[config.mk]
export PLATFORM = sky130hd
export DESIGN_NAME = range_sample_framer
export DESIGN_NICKNAME = d
export VERILOG_FILES = /design/src/rtl/range_pkg.sv /design/src/rtl/range_idle_timer.sv /design/src/rtl/range_sample_framer.sv
export SDC_FILE = /design/constraint.sdc
export NUM_CORES = 1
export LEC_CHECK = 0
export ABC_AREA = 1
export CORE_ASPECT_RATIO = 1.25
export CORE_MARGIN = 8
export CORE_UTILIZATION = 58
export CTS_CLUSTER_DIAMETER = 60
export DETAILED_ROUTE_END_ITERATION = 6
export PLACE_DENSITY = 0.87
export SYNTH_ARGS = -nofsm -noshare
export SYNTH_HDL_FRONTEND = slang
export SYNTH_SLANG_ARGS = --single-unit
[constraint.sdc]
create_clock -name clock -period 2.44 [get_ports clock]
set_input_delay 0.366 -clock clock [delete_from_list [all_inputs] [get_ports clock]]
set_output_delay 0.366 -clock clock [all_outputs]
set_load 0.05 [all_outputs]
[src/rtl/range_pkg.sv]
// range_pkg
//   Shared definitions for the range sample framer.
//   - state_e   : framer state (IDLE, HIGH, LOW, FLUSH)
//   - BYTE_W    : stream byte width
//   - DEF_*     : default values for the framer parameters
package range_pkg;

  localparam int BYTE_W      = 8;
  localparam int DEF_WIDTH   = 16;
  localparam int DEF_TIMEOUT = 255;
  localparam int DEF_CNT_W   = 16;

  // HIGH means "waiting for the high byte of a sample".
  // LOW means "waiting for the low byte of the next sample".
  typedef enum logic [1:0] {
    IDLE  = 2'd0,
    HIGH  = 2'd1,
    LOW   = 2'd2,
    FLUSH = 2'd3
  } state_e;

endpackage

[src/rtl/range_idle_timer.sv]
// range_idle_timer
//   Loadable down-counter that measures idle time between byte transfers.
//   Ports:
//     clock     in  clock, rising edge
//     reset     in  asynchronous active-high reset
//     run_i     in  count down while high (framer is inside a frame)
//     clear_i   in  a transfer happened: reload with TIMEOUT
//     expired_o out TIMEOUT idle cycles have elapsed while running
module range_idle_timer #(
  parameter int TIMEOUT = 255
) (
  input  logic clock,
  input  logic reset,
  input  logic run_i,
  input  logic clear_i,
  output logic expired_o
);

  localparam int CW = (TIMEOUT < 1) ? 1 : $clog2(TIMEOUT + 1);
  localparam logic [CW-1:0] LOAD = CW'(TIMEOUT);

  logic [CW-1:0] cnt_q;
  logic [CW-1:0] cnt_d;

  always_comb begin
    cnt_d = cnt_q;
    if (clear_i) begin
      cnt_d = LOAD;
    end else if (run_i && (cnt_q != '0)) begin
      cnt_d = cnt_q - 1'b1;
    end
  end

  always_ff @(posedge clock or posedge reset) begin
    if (reset) begin
      cnt_q <= '0;
    end else begin
      cnt_q <= cnt_d;
    end
  end

  // Every entry into HIGH/LOW is through a transfer, which reloads the
  // counter, so the reset value of zero never causes a spurious expiry.
  assign expired_o = run_i && (cnt_q == '0);

endmodule

[src/rtl/range_sample_framer.sv]
// range_sample_framer
//   Assembles little-endian 16-bit samples from a framed byte stream and
//   drives the range finder's data/go/finish inputs. Framing faults and
//   idle timeouts inside a frame force the downstream stage into its error
//   state by pulsing go and finish together.
//   Ports:
//     clock, reset      clock (rising edge), asynchronous active-high reset
//     byte_in/valid     stream byte and its valid qualifier
//     byte_sof/eof      first/last byte of frame flags
//     byte_ready        framer accepts a byte this cycle (low only in FLUSH)
//     data_out          last assembled sample, held between samples
//     go / finish       first / last sample pulses; both together = abort
//     frame_err         one-cycle pulse on any framing fault
//     sample_count      samples emitted in the current/last frame, saturating
module range_sample_framer
  import range_pkg::*;
#(
  parameter int WIDTH   = DEF_WIDTH,
  parameter int TIMEOUT = DEF_TIMEOUT,
  parameter int CNT_W   = DEF_CNT_W
) (
  input  logic              clock,
  input  logic              reset,
  input  logic [BYTE_W-1:0] byte_in,
  input  logic              byte_valid,
  input  logic              byte_sof,
  input  logic              byte_eof,
  output logic              byte_ready,
  output logic [WIDTH-1:0]  data_out,
  output logic              go,
  output logic              finish,
  output logic              frame_err,
  output logic [CNT_W-1:0]  sample_count
);

  state_e            state_q;
  logic [BYTE_W-1:0] low_q;
  logic              first_q;
  logic [WIDTH-1:0]  data_q;
  logic              go_q;
  logic              finish_q;
  logic              err_q;
  logic [CNT_W-1:0]  cnt_q;

  logic              xfer;
  logic              expired;
  logic [CNT_W-1:0]  cnt_inc;

  assign byte_ready = (state_q != FLUSH);
  assign xfer       = byte_valid && byte_ready;
  assign cnt_inc    = (&cnt_q) ? cnt_q : cnt_q + 1'b1;

  range_idle_timer #(
    .TIMEOUT (TIMEOUT)
  ) u_idle_timer (
    .clock     (clock),
    .reset     (reset),
    .run_i     ((state_q == HIGH) || (state_q == LOW)),
    .clear_i   (xfer),
    .expired_o (expired)
  );

  always_ff @(posedge clock or posedge reset) begin
    if (reset) begin
      state_q  <= IDLE;
      low_q    <= '0;
      first_q  <= 1'b0;
      data_q   <= '0;
      go_q     <= 1'b0;
      finish_q <= 1'b0;
      err_q    <= 1'b0;
      cnt_q    <= '0;
    end else begin
      go_q     <= 1'b0;
      finish_q <= 1'b0;
      err_q    <= 1'b0;
      unique case (state_q)
        IDLE: begin
          if (xfer) begin
            if (byte_sof) begin
              low_q   <= byte_in;
              first_q <= 1'b1;
              cnt_q   <= '0;
              state_q <= HIGH;
            end else begin
              err_q <= 1'b1;  // stray byte outside a frame is dropped
            end
          end
        end
        HIGH, LOW: begin
          if (xfer && byte_sof) begin
            // Abort the open frame and restart from this byte.
            err_q    <= 1'b1;
            go_q     <= 1'b1;
            finish_q <= 1'b1;
            low_q    <= byte_in;
            first_q  <= 1'b1;
            cnt_q    <= '0;
            state_q  <= HIGH;
          end else if (xfer && (state_q == HIGH)) begin
            data_q <= WIDTH'({byte_in, low_q});
            cnt_q  <= cnt_inc;
            if (first_q) begin
              go_q    <= 1'b1;
              first_q <= 1'b0;
              // A one-sample frame defers finish by a cycle so go and
              // finish never coincide outside of an abort.
              state_q <= byte_eof ? FLUSH : LOW;
            end else if (byte_eof) begin
              finish_q <= 1'b1;
              state_q  <= IDLE;
            end else begin
              state_q <= LOW;
            end
          end else if (xfer) begin
            if (byte_eof) begin
              // Odd byte count: the lone low byte is never emitted.
              err_q    <= 1'b1;
              go_q     <= 1'b1;
              finish_q <= 1'b1;
              state_q  <= IDLE;
            end else begin
              low_q   <= byte_in;
              state_q <= HIGH;
            end
          end else if (expired) begin
            err_q    <= 1'b1;
            go_q     <= 1'b1;
            finish_q <= 1'b1;
            state_q  <= IDLE;
          end
        end
        FLUSH: begin
          finish_q <= 1'b1;
          state_q  <= IDLE;
        end
        default: state_q <= IDLE;
      endcase
    end
  end

  assign data_out     = data_q;
  assign go           = go_q;
  assign finish       = finish_q;
  assign frame_err    = err_q;
  assign sample_count = cnt_q;

endmodule

Word-level counts from Yosys, hierarchy flattened

Index checks and enable logic that the tools add are counted.

Add/subtract/negate cells: 2
Eq/ne operators: 12
Multiplexer cells: 47
Reductions and logical operators: 18
Bitwise gates (word level): 1

Operator list:

| cell                    | number |
|---|---|
| $mux W16                | 5 |
| $mux W8                 | 8 |
| $pmux W16 S2            | 1 |
| $mux W1                 | 20 |
| $add A16 B1 Y16 const B | 1 |
| $mux W2                 | 8 |
| $pmux W8 S2             | 1 |
| $reduce_and A16 Y1      | 1 |
| $ne A3 B3 Y1 const B    | 5 |
| $logic_not A8 Y1        | 1 |
| $reduce_bool A8 Y1      | 1 |
| $sub A8 B1 Y8 const B   | 1 |
| $ne A2 B2 Y1 const B    | 3 |
| $pmux W1 S2             | 3 |
| $pmux W2 S3             | 1 |
| $reduce_and A3 Y1       | 2 |
| $reduce_and A6 Y1       | 1 |
| $logic_and A1 B1 Y1     | 5 |
| $ne A5 B5 Y1 const B    | 1 |
| $reduce_and A5 Y1       | 1 |
| $eq A2 B2 Y1 const B    | 2 |
| $reduce_and A4 Y1       | 1 |
| $reduce_bool A2 Y1      | 2 |
| $eq A2 B1 Y1 const B    | 1 |
| 4 further kinds         | 4 |

Output and inout port bits: 36
Logic and storage cells: 89
Register bits after elaboration: 54
Input port bits: 13

Logic depth before layout (Yosys ltp)

Depth in word-level cells: 8
Mapped depth: 11
Depth with buffers taken out: 10

By module

Synthesis repeated with hierarchy kept, for this count alone.

Cells, all modules: 397
Area, all modules: 3083.0 µm²

By module, submodules not included:

| module              | cells each | sequential area each (µm²) | instances | area an instance (µm²) |
|---|---|---|---|---|
| range_sample_framer | 315        | 1151.1                     | 1         | 2514.9 |
| range_idle_timer    | 82         | 200.2                      | 1         | 568.0 |

Worst setup path before layout

OpenSTA, ideal clock, no wires.

Kind: flip-flop to flip-flop
Start point: register cnt_q[0], in the netlist sample_count[0]
End point: register cnt_q[9], in the netlist sample_count[9]
Buffers on the path: 1
Setup time: 0.066 ns
Period minus slack after synthesis: 1.967 ns
Slack: 0.473 ns
Required time: 2.374 ns
Arrival: 1.901 ns
Cell stages (with the launch flop): 9
Cells stage by stage: dfrtp_1 > ha_1 > nand3_1 > inv_1 > nand3_1 > o21ai_2 > buf_6 > nand2_1 > nand2_1

Cells in the longest elaborated chain, start to end: 5
Elaborated cells between the ends (all ways): 8
Classes of those cells: 1 x add/sub; 1 x eq/ne; 4 x mux; 2 x reduce/logical

RTL lines:

| item                     | RTL line                   | source |
|---|---|---|
| start: declaration       | range_sample_framer.sv:43  | `logic [CNT_W-1:0] cnt_q;` |
| start signal: assignment | range_sample_framer.sv:102 | `cnt_q <= cnt_inc;` |
| $add A16 B1 Y16          | range_sample_framer.sv:51  | `assign cnt_inc = (&cnt_q) ? cnt_q : cnt_q + 1'b1;` |
| $mux W16                 | range_sample_framer.sv:51  |  |
| $mux W16                 | range_sample_framer.sv:100 | `end else if (xfer && (state_q == HIGH)) begin` |
| $mux W16                 | range_sample_framer.sv:91  | `if (xfer && byte_sof) begin` |
| $pmux W16 S2             | range_sample_framer.sv:77  | `unique case (state_q)` |

Parallel ways exist; a longest one is shown, timed or not. The select of a mux whose other input is x is not followed.
A chain may end at the register's enable or synchronous reset.

Worst setup path in the final report

Start point: register cnt_q[0], in the netlist sample_count[0]
End point: output port sample_count[0]

RTL lines:

| item             | RTL line                  | source |
|---|---|---|
| end: declaration | range_sample_framer.sv:33 | `output logic [CNT_W-1:0] sample_count` |

No word-level cell between the ends.

==> results.yml <==
setup_path:
  arrival_ps: 1650
  critPathSlowestCell: "clkdlybuf4s50_1"
  cp_cell_sequence: "clkdlybuf4s50_1"
  path_max_fanout: 7
  critPathKind: "register to primary output"
  critical_path.max_stage_delay_ps: 850
  cp_data_required_time_ps: 2070
  cp-end-kind: "primary output"
  start_kind: "register"
  cp_num_buf_inv: 1
  cp_top_family: "buffers and inverters"
floorplanning:
  io_pins: 49
  core_sq_um: 5040
  die_x_um: 80.2
  die_area_sq_um: 7720
  placementRows: 29
  start_util_pct: 59.3
  die_y_um: 96.3
grt:
  grt_start_max_net_pins: 32
  grtUsageTotal_pct: 20.2
  grt_pass1_wl_um: 12400
  overflow: 0
  antenna_found_initial: 0
  grt_pass1_vias: 2794
routing:
  drc_errors: 0
  dr_total_vias: 2617
  dr.pass1.iters: 5
  first_iter_violations: 119
  viasPerCell: 5.28
  drt-total-wl_um: 6970
  ant_nets: 0
  wl_per_cell_um: 14.0
timing:
  rsz0062_at_grt: "no"
  setup_viol: 0
  slew_viol_final: 0
  period_share_pct: 82.8
  worstMarginPinSlew_ps: 532
  fin_worst_skew_ps: 4.36
  hold_viol: 0
  max_freq_ghz: 0.495
  relSlewSlack_pct: 64.4
  timing.setup.tns_ps: 0
  fin_crit_ps: 2020
logic_synthesis:
  synth-xor-area-share_pct: 2.64
  synthArstFlopShare_pct: 100
  yosysWarnings: 0
  synth_nets: 402
  yosysUniqueCellTypes: 32
  synthMuxAreaShare_pct: 0
  ys.flop_type: "dfrtp_1"
  synth_top_family_by_area: "simple AND/OR/NAND/NOR gates"
  syn-cell-area_sq_um: 2990
  netlist_instances: 383
  syn_area_per_cell_sq_um: 7.81
  synth_edf_count: 0
  ys_seq_elements: 54
  synth-compound-area-share_pct: 7.91
  ys_seq_area_share_pct: 45.2
  synthSimpleGateAreaFrac_pct: 33.2
  synthAdderAreaFrac_pct: 2.51
finish:
  antenna_cells: 0
  layout-drive-gt1-share_pct: 8.53
  finish.net_count: 452
  n_fill_cell: 391
  instances_no_fill: 496
  layout_commonest_cell: "nand2_1"
  most-common-layout-cells: "nand2_1 (121), dfrtp_1 (54), clkdlybuf4s50_1 (47)"
  layout-area-overhead-vs-synth_pct: 21.9
power:
  vdd_drop_max_mv: 0.894
  p_per_area_nw_per_um2: 1230
  leakage_nw: 1.75
clock_network:
  clock-root-buffer: "clkbuf_8"
  clock_sinks: 54
  hold_buffers: 0
  htreeDepth: 2
  cts_tree: "built"
  numCtsBuffers: 5
  clockBufferDepth: 2
  clkTransAtPathRegs_ps: 100
  clock_latency_ps: 310
placement:
  place.detailed.hpwl_um: 5090
  gp_congestion: 0.840
  portBuffers: 48
  dp.cells: 488
outcome:
  status: "complete, no violations"
flow_run:
  maxCapViolCount: 0
hold_path:
  min_path_type: "input pin to async pin"
[report_power, final]
part / switching, mW / internal (mW) / leakage, nW
sequential: 0.178 / 1.20 / 0.683
combinational: 1.72 / 0.751 / 1.01
clock: 0.313 / 0.338 / 0.0618
total: 2.21 / 2.28 / 1.75
[sequential cells by signal, summed over array words and instances (netlist names)]
signal	count
go	1
sample_count	16
u_idle_timer.cnt_q	8
low_q	8
first_q	1
frame_err	1
data_out	16
finish	1
state_q	2
[routing by layer]
metal / vias up / global-route usage, % / share of wire (%) / routed length, um
li1: 1311 / - / - / -
met1: 1216 / 22.7 / 42 / 2920
met2: 74 / 35.1 / 51 / 3520
met3: 16 / 4.02 / 4.9 / 339
met4: 0 / 10.9 / 2.7 / 186
met5: - / 0 / 0 / 0
[cells by family after synthesis]
logic type                 count (synthesis)
and+or+nand+nor                          212
xor gates and xnor gates                   9
buffers and inverters                     56
AOI/OAI and AO/OA                         46
DFF                                       54
adders and majority gates                  6
[final timing paths]
kind                            startpoint              end  slack [ps]  depth (start not counted)
min in group clock             data_out[1]      data_out[1]         480                          2
setup / recovery           sample_count[0]  sample_count[0]         420                          1
max in group asynchronous            reset  sample_count[0]        1490                          3
hold / removal                       reset      data_out[8]         400                          2
hold reg to reg                data_out[1]      data_out[1]         480                          2
setup reg to reg                state_q[0]  sample_count[3]         470                         10
[synth_stat cells, types with 3 or more instances]
cell type  instances  area share (%)
nand2_4            5             1.9
nand2_1          121              15
nor2_2             3            0.63
dfrtp_1           54              45
nand4_1            7             1.5
buf_2              4            0.67
o21ai_0           32             5.4
nor2_1            31             3.9
xor2_1             7             2.1
inv_2              3            0.38
nor3_1             3            0.50
ha_1               6             2.5
nand3_1           31             5.2
buf_6              4             1.5
a21oi_1            3            0.50
o21ai_1            9             1.5
inv_1             40             5.0
[timing repair]
action                     CTS  global route
resized for setup            0             1
setup endpoints to repair    0             1
setup buffers                0             0
[per-stage QoR]
step | util, % | setup WS, ps | hold WS [ps] | instance area [sq um] | total power [mW]
2_1_floorplan | - | 473 | 449 | 2990 | 3.25
3_3_place_gp | 69.8 | 320 | 458 | 3520 | 3.77
3_5_place_dp | 69.8 | 248 | 464 | 3520 | 3.86
4_1_cts | 72.2 | 31.0 | 418 | 3640 | 4.52
5_1_grt | 72.3 | 264 | 458 | 3650 | 4.82
6_report | 72.3 | 420 | 399 | 3650 | 4.49
[layout make-up]
cell class              instances  area [sq um]  area share, %
clock buffers                   6          82.6           2.26
clock inverters                 2          38.8           1.06
inverters                      47           188           5.15
multi-input cells             273          1380           37.9
flip-flops and latches         54          1350           37.1
well taps                      62          77.6           2.13
repair buffers                 52           526           14.4
(Power assumes the default switching activity.)
